$ cat src/rtl/pipe_rate_pd_sequencer_if.sv
// pipe_rate_pd_sequencer_if: request/response and PIPE PHY control signals of the rate/powerdown sequencer
interface pipe_rate_pd_sequencer_if;
    logic       req_valid;
    logic [2:0] req_rate;
    logic [3:0] req_powerdown;
    logic       req_ready;
    logic       done;
    logic       error;
    logic       busy;
    logic       PhyStatus;
    logic [1:0] Rate;
    logic [3:0] PowerDown;
    logic       TxElecIdle_force;
    modport master (
        output req_valid, req_rate, req_powerdown, PhyStatus,
        input  req_ready, done, error, busy, Rate, PowerDown, TxElecIdle_force
    );
    modport slave (
        input  req_valid, req_rate, req_powerdown, PhyStatus,
        output req_ready, done, error, busy, Rate, PowerDown, TxElecIdle_force
    );
endinterface

$ cat src/rtl/pipe_rate_pd_sequencer.sv
// pipe_rate_pd_sequencer: quiesces TX, applies PIPE PowerDown then Rate, and completes each PhyStatus handshake with timeout
module pipe_rate_pd_sequencer #(
    parameter int ELECIDLE_SETTLE = 8,
    parameter int TIMEOUT_CYCLES  = 1024
) (
    input logic                     pclk,
    input logic                     reset_n,
    pipe_rate_pd_sequencer_if.slave bus
);
    localparam int MAXC = (ELECIDLE_SETTLE > TIMEOUT_CYCLES) ? ELECIDLE_SETTLE : TIMEOUT_CYCLES;
    localparam int CW   = $clog2(MAXC + 1);
    typedef enum logic [2:0] {IDLE, QUIESCE, APPLY_PD, WAIT_PD, APPLY_RATE, WAIT_RATE} state_t;
    state_t          r_state;
    logic [CW-1:0]   r_cnt;
    logic [1:0]      r_rate, r_tgt_rate;
    logic [3:0]      r_pd, r_tgt_pd;
    logic            r_force, r_done, r_error;
    logic [1:0]      w_rate;
    logic            w_bad, w_rate_chg, w_reject, w_noop;
    assign w_rate     = bus.req_rate[1:0] - 2'd1;
    assign w_bad      = (bus.req_rate == 3'd0) || bus.req_rate[2] ||
                        (bus.req_powerdown != 4'd0 && bus.req_powerdown != 4'd2);
    assign w_rate_chg = w_rate != r_rate;
    // The PHY only accepts a rate change while in P0
    assign w_reject   = w_bad || (w_rate_chg && bus.req_powerdown != 4'd0);
    assign w_noop     = !w_rate_chg && bus.req_powerdown == r_pd;
    always_ff @(posedge pclk or negedge reset_n) begin
        if (!reset_n) begin
            r_state    <= IDLE;
            r_cnt      <= '0;
            r_rate     <= 2'd0;
            r_pd       <= 4'd2;
            r_tgt_rate <= 2'd0;
            r_tgt_pd   <= 4'd0;
            r_force    <= 1'b1;
            r_done     <= 1'b0;
            r_error    <= 1'b0;
        end else begin
            r_done  <= 1'b0;
            r_error <= 1'b0;
            case (r_state)
                IDLE: if (bus.req_valid) begin
                    if (w_reject) r_error <= 1'b1;
                    else if (w_noop) r_done <= 1'b1;
                    else begin
                        r_state    <= QUIESCE;
                        r_force    <= 1'b1;
                        r_cnt      <= CW'(ELECIDLE_SETTLE);
                        r_tgt_rate <= w_rate;
                        r_tgt_pd   <= bus.req_powerdown;
                    end
                end
                QUIESCE: if (r_cnt == CW'(1)) begin
                    r_cnt <= '0;
                    if (r_tgt_pd != r_pd) begin
                        r_state <= APPLY_PD;
                        r_pd    <= r_tgt_pd;
                    end else begin
                        r_state <= APPLY_RATE;
                        r_rate  <= r_tgt_rate;
                    end
                end else r_cnt <= r_cnt - CW'(1);
                APPLY_PD: begin
                    r_state <= WAIT_PD;
                    r_cnt   <= '0;
                end
                APPLY_RATE: begin
                    r_state <= WAIT_RATE;
                    r_cnt   <= '0;
                end
                WAIT_PD, WAIT_RATE: if (bus.PhyStatus) begin
                    if (r_state == WAIT_PD && r_tgt_rate != r_rate) begin
                        r_state <= APPLY_RATE;
                        r_rate  <= r_tgt_rate;
                    end else begin
                        r_state <= IDLE;
                        r_done  <= 1'b1;
                        r_force <= r_pd != 4'd0;
                    end
                end else if (r_cnt == CW'(TIMEOUT_CYCLES - 1)) begin
                    r_state <= IDLE;
                    r_error <= 1'b1;
                end else r_cnt <= r_cnt + CW'(1);
                default: r_state <= IDLE;
            endcase
        end
    end
    assign bus.req_ready        = r_state == IDLE;
    assign bus.busy             = r_state != IDLE;
    assign bus.done             = r_done;
    assign bus.error            = r_error;
    assign bus.Rate             = r_rate;
    assign bus.PowerDown        = r_pd;
    assign bus.TxElecIdle_force = r_force;
endmodule

$ cat src/flat_wrapper.sv
// flat-port wrapper written by rule: the top's interface ports become plain ports
module pipe_rate_pd_sequencer_flat 
#(
    parameter int ELECIDLE_SETTLE = 8,
    parameter int TIMEOUT_CYCLES  = 1024
)
  (pclk, reset_n, bus_req_valid, bus_req_rate, bus_req_powerdown, bus_PhyStatus, bus_req_ready, bus_done, bus_error, bus_busy, bus_Rate, bus_PowerDown, bus_TxElecIdle_force);
  pipe_rate_pd_sequencer_if bus_i ();
  input logic pclk;
  input logic reset_n;
  input wire logic [$bits(bus_i.req_valid)-1:0] bus_req_valid;
  input wire logic [$bits(bus_i.req_rate)-1:0] bus_req_rate;
  input wire logic [$bits(bus_i.req_powerdown)-1:0] bus_req_powerdown;
  input wire logic [$bits(bus_i.PhyStatus)-1:0] bus_PhyStatus;
  output wire logic [$bits(bus_i.req_ready)-1:0] bus_req_ready;
  output wire logic [$bits(bus_i.done)-1:0] bus_done;
  output wire logic [$bits(bus_i.error)-1:0] bus_error;
  output wire logic [$bits(bus_i.busy)-1:0] bus_busy;
  output wire logic [$bits(bus_i.Rate)-1:0] bus_Rate;
  output wire logic [$bits(bus_i.PowerDown)-1:0] bus_PowerDown;
  output wire logic [$bits(bus_i.TxElecIdle_force)-1:0] bus_TxElecIdle_force;
  assign bus_i.req_valid = bus_req_valid;
  assign bus_i.req_rate = bus_req_rate;
  assign bus_i.req_powerdown = bus_req_powerdown;
  assign bus_i.PhyStatus = bus_PhyStatus;
  assign bus_req_ready = bus_i.req_ready;
  assign bus_done = bus_i.done;
  assign bus_error = bus_i.error;
  assign bus_busy = bus_i.busy;
  assign bus_Rate = bus_i.Rate;
  assign bus_PowerDown = bus_i.PowerDown;
  assign bus_TxElecIdle_force = bus_i.TxElecIdle_force;
  pipe_rate_pd_sequencer #(.ELECIDLE_SETTLE(ELECIDLE_SETTLE), .TIMEOUT_CYCLES(TIMEOUT_CYCLES)) u_core (.pclk(pclk), .reset_n(reset_n), .bus(bus_i));
endmodule
$ cat config.mk
export PLATFORM = sky130hd
export DESIGN_NAME = pipe_rate_pd_sequencer_flat
export DESIGN_NICKNAME = d
export VERILOG_FILES = /design/src/rtl/pipe_rate_pd_sequencer_if.sv /design/src/rtl/pipe_rate_pd_sequencer.sv /design/src/flat_wrapper.sv
export SDC_FILE = /design/constraint.sdc
export NUM_CORES = 1
export LEC_CHECK = 0
export CAP_MARGIN = 0
export CORE_MARGIN = 2
export CORE_UTILIZATION = 55
export DETAILED_ROUTE_END_ITERATION = 16
export HOLD_SLACK_MARGIN = 0.03
export PLACE_DENSITY = 0.78
export SETUP_SLACK_MARGIN = 0.2
export SKIP_CTS_REPAIR_TIMING = 1
export SYNTH_ARGS = -nofsm -noshare
export SYNTH_HDL_FRONTEND = slang
export SYNTH_SLANG_ARGS = --single-unit
$ cat constraint.sdc
create_clock -name pclk -period 3.51 [get_ports pclk]
set_clock_uncertainty 0.1 [all_clocks]
set_input_delay 0.702 -clock pclk [delete_from_list [all_inputs] [get_ports pclk]]
set_output_delay 0.702 -clock pclk [all_outputs]
set_load 0.01 [all_outputs]
-- Word-level counts from Yosys, hierarchy flattened
Cells that the tools add are included.
W data, S select, Z words.
- add/sub/neg operators: 3
- equal/unequal tests: 23
- reduce and logical (&&, ||, !) cells: 24
- muxes and demuxes: 38
- bitwise gates (word level): 2
- operator list (kind ; count):
    $mux W11 ; 6
    $pmux W11 S4 ; 1
    $mux W3 ; 8
    $ne A2 B2 Y1 const B ; 8
    $pmux W3 S5 ; 1
    $mux W1 ; 14
    $reduce_and A6 Y1 ; 2
    $reduce_bool A4 Y1 ; 3
    $add A11 B1 Y11 const B ; 1
    $eq A11 B1 Y1 const B ; 1
    $eq A11 B10 Y1 const B ; 1
    $sub A11 B1 Y11 const B ; 1
    $reduce_and A5 Y1 ; 2
    $mux W2 ; 4
    $eq A3 B2 Y1 const B ; 2
    $eq A3 B3 Y1 const B ; 2
    $logic_not A3 Y1 ; 2
    $pmux W1 S2 ; 3
    $eq A4 B4 Y1 ; 1
    $logic_and A1 B1 Y1 ; 4
    $ne A2 B1 Y1 const B ; 2
    $ne A2 B2 Y1 ; 2
    $ne A4 B2 Y1 const B ; 1
    $ne A4 B4 Y1 ; 1
    other kinds (12) ; 17
- register bits: 29
- output and inout port bits: 11

-- Logic depth before layout (Yosys ltp)
- word-level depth: 8
- gate-level depth with buffers: 9

-- Least setup slack after synthesis
OpenSTA, ideal clock, no wires.
- kind: in2reg
- start: input bus_req_rate[0]
- end: register u_core.r_cnt[8]
- path buffers: 0
- path slack: 1.062 ns
- cell stages on the path: 8
- setup time: 0.121 ns
- arrival: 2.227 ns
- path through: inv_1 -> ha_1 -> xor2_1 -> and2_1 -> a31oi_2 -> a31oi_2 -> or3_1 -> a22o_1
- longest elaborated chain between the ends: 6
- RTL lines (element ; RTL line ; source):
    from (decl) ; flat_wrapper.sv:12 ; input wire logic [$bits(bus_i.req_rate)-1:0] bus_req_rate;
    $sub A2 B1 Y2 / $logic_not A3 Y1 (equally long branches) ; pipe_rate_pd_sequencer.sv:20, pipe_rate_pd_sequencer.sv:21 ;
    $ne A2 B2 Y1 / $logic_or A1 B1 Y1 (equally long branches) ; pipe_rate_pd_sequencer.sv:23, pipe_rate_pd_sequencer.sv:21 ;
    $logic_and A1 B1 Y1, or another cell as far along ; pipe_rate_pd_sequencer.sv:25 ; assign w_reject = w_bad || (w_rate_chg && bus.req_powerdown != 4'd0);
    $logic_or A1 B1 Y1 / $logic_and A1 B1 Y1 (equally long branches) ; pipe_rate_pd_sequencer.sv:25, pipe_rate_pd_sequencer.sv:26 ;
    $ne A2 B2 Y1 (no line) ; -- ;
    $reduce_and A6 Y1 (no line) (*) ; -- ;
    to (signal assigned) ; pipe_rate_pd_sequencer.sv:48 ; r_cnt <= CW'(ELECIDLE_SETTLE);
    to (signal assigned) ; pipe_rate_pd_sequencer.sv:62 ; end else r_cnt <= r_cnt - CW'(1);
    to (signal assigned) ; pipe_rate_pd_sequencer.sv:83 ; end else r_cnt <= r_cnt + CW'(1);
    to (decl) ; pipe_rate_pd_sequencer.sv:14 ; logic [CW-1:0] r_cnt;
Every way passes the cells marked *; elsewhere a longest branch is shown, timed or not.
A chain may end at the register's enable or synchronous reset.

-- Final worst setup path
- start: input bus_req_rate[0]
- end: register u_core.r_cnt[2]
- longest elaborated chain between the ends: 6
- RTL lines (element ; RTL line ; source):
    $sub A2 B1 Y2 (*) ; pipe_rate_pd_sequencer.sv:20 ; assign w_rate = bus.req_rate[1:0] - 2'd1;
    via u_core.w_rate[0] ; pipe_rate_pd_sequencer.sv:18 ; logic [1:0] w_rate;
    $ne A2 B2 Y1 (*) ; pipe_rate_pd_sequencer.sv:23 ; assign w_rate_chg = w_rate != r_rate;
    $logic_and A1 B1 Y1 / $logic_not A1 Y1 (equally long branches) ; pipe_rate_pd_sequencer.sv:25, pipe_rate_pd_sequencer.sv:26 ;
    $logic_or A1 B1 Y1 / $logic_and A1 B1 Y1 (equally long branches) ; pipe_rate_pd_sequencer.sv:25, pipe_rate_pd_sequencer.sv:26 ;
    $ne A2 B2 Y1 (no line) ; -- ;
    $reduce_and A6 Y1 (no line) (*) ; -- ;
The timed path passes the listed nets; every way through them passes the cells marked *.

==> impl_metrics.yaml <==
cells_and_area:
  post-route-util_pct: 64.7
  final_nets: 260
  seqCellArea_um2: 728
  syn2layout_area_growth_pct: 15.0
  multiInputGateArea_um2: 1190
  diodes: 0
  drive_above_1_share_pct: 12.6
  fill_cells: 312
  final_area_um2: 2330
synthesis:
  yosysUniqueCellTypes: 59
  synth_enable_flop_cells: 0
  syn_nets: 242
  synth.most_common_cell: "dfrtp_1"
  synth_top_cell_by_area: "dfrtp_1"
  yosys_most_used_dff: "dfrtp_1"
  synthArstFlopShare_pct: 100
  synth_cells: 227
  syn-cell-area_um2: 2030
  ys.warnings.count: 0
  yosysSeqAreaShare_pct: 35.9
  synth_area_leaders: "dfrtp_1 (33%), xor2_1 (6.5%), mux2_2 (4.4%)"
  synth_common_cells: "dfrtp_1 (27), nor2_1 (24), nand2_1 (15), xor2_1 (15), a21oi_1 (13)"
  yosysTopAreaCellShare_pct: 33.3
  avgSynthCellArea_um2: 8.93
  synth-seq-cells: 29
timing:
  fin_setup_tns_ns: 0
  maxSlewViolCount: 0
  setup-violations-final: 0
  fmax_mhz: 354
  max_slew.worst_pin.slew_ns: 0.539
  rsz0062_at_grt: "false"
  layout_min_cycle_time_ns: 2.83
  relSlewSlack_pct: 64.0
  final_hold_viol_count: 0
  fin_crit_sh_pct: 80.6
global_routing:
  grt_pass1_wl_mm: 8.12
  overflow: 0
  grt_pass1_vias: 1744
  grt_max_degree: 30
  antenna_found_initial: 0
  grtUsageTotal_pct: 25.0
floorplanning:
  rows: 22
  die_x_um: 64.7
  ios: 22
  die_h_um: 64.7
  die_area_um2: 4190
  coreArea_um2: 3610
  start_util_pct: 56.2
route:
  ant_nets: 0
  via_per_inst: 6.01
  drtIter0Drc: 148
  wl_per_cell_um: 15.8
  wl_mm: 4.63
  drc: 0
  first_pass_iters: 5
  vias: 1768
power:
  power.switching_uw: 708
  seqPwrFrac_pct: 35.8
  internal_power_uw: 940
  irDropWorstVdd_uv: 363
  clockPowerShare_pct: 17.5
  leakage_nw: 1.01
  p_per_area_nw_per_um2: 707
  comb_power_share_pct: 46.7
  netSwitchingFraction_pct: 43.0
cts:
  numCtsBuffers: 5
  insertion_delay_ns: 0.28
  cts_tree: "done"
  ctsHtreeMaxLevel: 2
  clkSlewWorstSetupHoldPaths_ns: 0.06
  cts_num_sinks: 29
  cts_root_buffer: "clkbuf_8"
  cts_max_path_buffers: 2
placement:
  dp_hpwl_mm: 3.33
  gp_congestion: 0.887
  placed_cell_area_um2: 2240
  io_buffers: 21
critical_path:
  r2r-end: "u_core.bus.Rate[0]"
  rr_worst_depth: 7
  critPathCapture: "u_core.r_cnt[2]"
  critical_path.startpoint: "bus_req_rate[0]"
  cp_data_arrival_time_ns: 2.90
  r2r_slack_ns: 1.08
  critPathKind: "input port to flip-flop"
  endpoint_kind: "flip-flop"
  cp.required_ns: 3.58
  critPathLaunchType: "input port"
  path_max_fanout: 8
  reg2reg_from: "u_core.r_cnt[0]"
outcome:
  status: "completed"
worst_hold_path:
  holdPathStages: 1
  hp-class: "flip-flop to flip-flop"
flow_run:
  maxCapViolations: 0
==> routing by layer <==
metal / share of wire, % / vias up / wire length [µm] / global-route usage (%)
met5: 0 / - / 0 / 0
met1: 46 / 840 / 2130 / 31.8
met3: 5.4 / 8 / 249 / 5.56
met4: 1.7 / 0 / 77 / 7.71
met2: 47 / 54 / 2180 / 42.3
li1: - / 866 / - / -
==> worst min path at each step <==
stage / startpoint / slack, ns / to
final: u_core.r_tgt_rate[0] / 0.44 / u_core.r_tgt_rate[0]
after global routing: u_core.r_tgt_rate[0] / 0.45 / u_core.r_tgt_rate[0]
after CTS: u_core.r_tgt_rate[0] / 0.44 / u_core.r_tgt_rate[0]
after detailed placement: u_core.r_tgt_rate[0] / 0.43 / u_core.r_tgt_rate[0]
after global placement: u_core.r_tgt_rate[0] / 0.42 / u_core.r_tgt_rate[0]
after floorplan: reset_n / 0.31 / u_core.bus.PowerDown[0]
==> critical path, cell delays in order <==
cell and delay (ns):
clkdlybuf4s50_1 0.49, inv_1 0.07, ha_1 0.32, xor2_1 0.18, and2_1 0.17, a31oi_2 0.17
a31oi_2 0.22, or2_2 0.38, a32o_1 0.21
==> power by group through the flow <==
stage / sequential, mW / combinational [mW] / clock [mW]
2_1_floorplan: 0.518 / 0.623 / 0
3_3_place_gp: 0.592 / 0.756 / 0
3_5_place_dp: 0.592 / 0.759 / 0
4_1_cts: 0.586 / 0.768 / 0.289
5_1_grt: 0.610 / 0.866 / 0.311
6_report: 0.590 / 0.769 / 0.289
==> registers in the layout (all words and copies together), names as in the netlist <==
register                     count
u_core.r_cnt                    11
u_core.bus.PowerDown             4
u_core.r_tgt_pd                  4
u_core.r_state                   3
u_core.bus.Rate                  2
u_core.r_tgt_rate                2
u_core.bus.TxElecIdle_force      1
u_core.bus.done                  1
u_core.bus.error                 1
==> cell usage in the layout (no fill, tap or decap), types with 5 or more instances in the layout <==
| cell | Yosys | layout |
|---|---|---|
| nor2b_1 | 5 | 5 |
| inv_1 | 9 | 9 |
| mux2_2 | 8 | 8 |
| clkdlybuf4s50_1 | 0 | 21 |
| a21oi_1 | 13 | 13 |
| nor2_1 | 24 | 24 |
| xor2_1 | 15 | 15 |
| dfrtp_1 | 27 | 27 |
| and2_1 | 5 | 5 |
| clkbuf_8 | 0 | 6 |
| nand2_1 | 15 | 15 |
| o21ai_0 | 12 | 12 |
==> cell families (layout without fill, tap and decap cells) <==
kind of cell             after synthesis  in the layout  synth area share, %
AND/OR/NAND/NOR                       89             89                 24.6
AO/OA/AOI/OAI                         58             58                 19.7
adder cells (fa/ha/maj)                4              4                 2.47
XOR/XNOR                              15             15                 6.48
buffers and inverters                 22             41                 5.37
flip-flops                            29             29                 35.9
multiplexers                          10             10                 5.49
==> cell type report <==
type	instances	area share, %
Sequential cell	29	31.2
Timing Repair Buffer	23	9.66
Multi-Input combinational cell	176	51.1
Clock buffer	8	3.86
Inverter	10	1.61
Tap cell	48	2.58
==> per-stage QoR <==
stage	hold slack, ns	cells	setup slack [ns]	power (mW)
final	0.442	294	0.681	1.65
after global routing	0.453	294	0.529	1.79
after CTS	0.444	294	0.668	1.64
after detailed placement	0.431	286	0.369	1.35
after global placement	0.420	286	0.444	1.35
after floorplan	0.306	227	1.06	1.14
(Power assumes the default switching activity.)
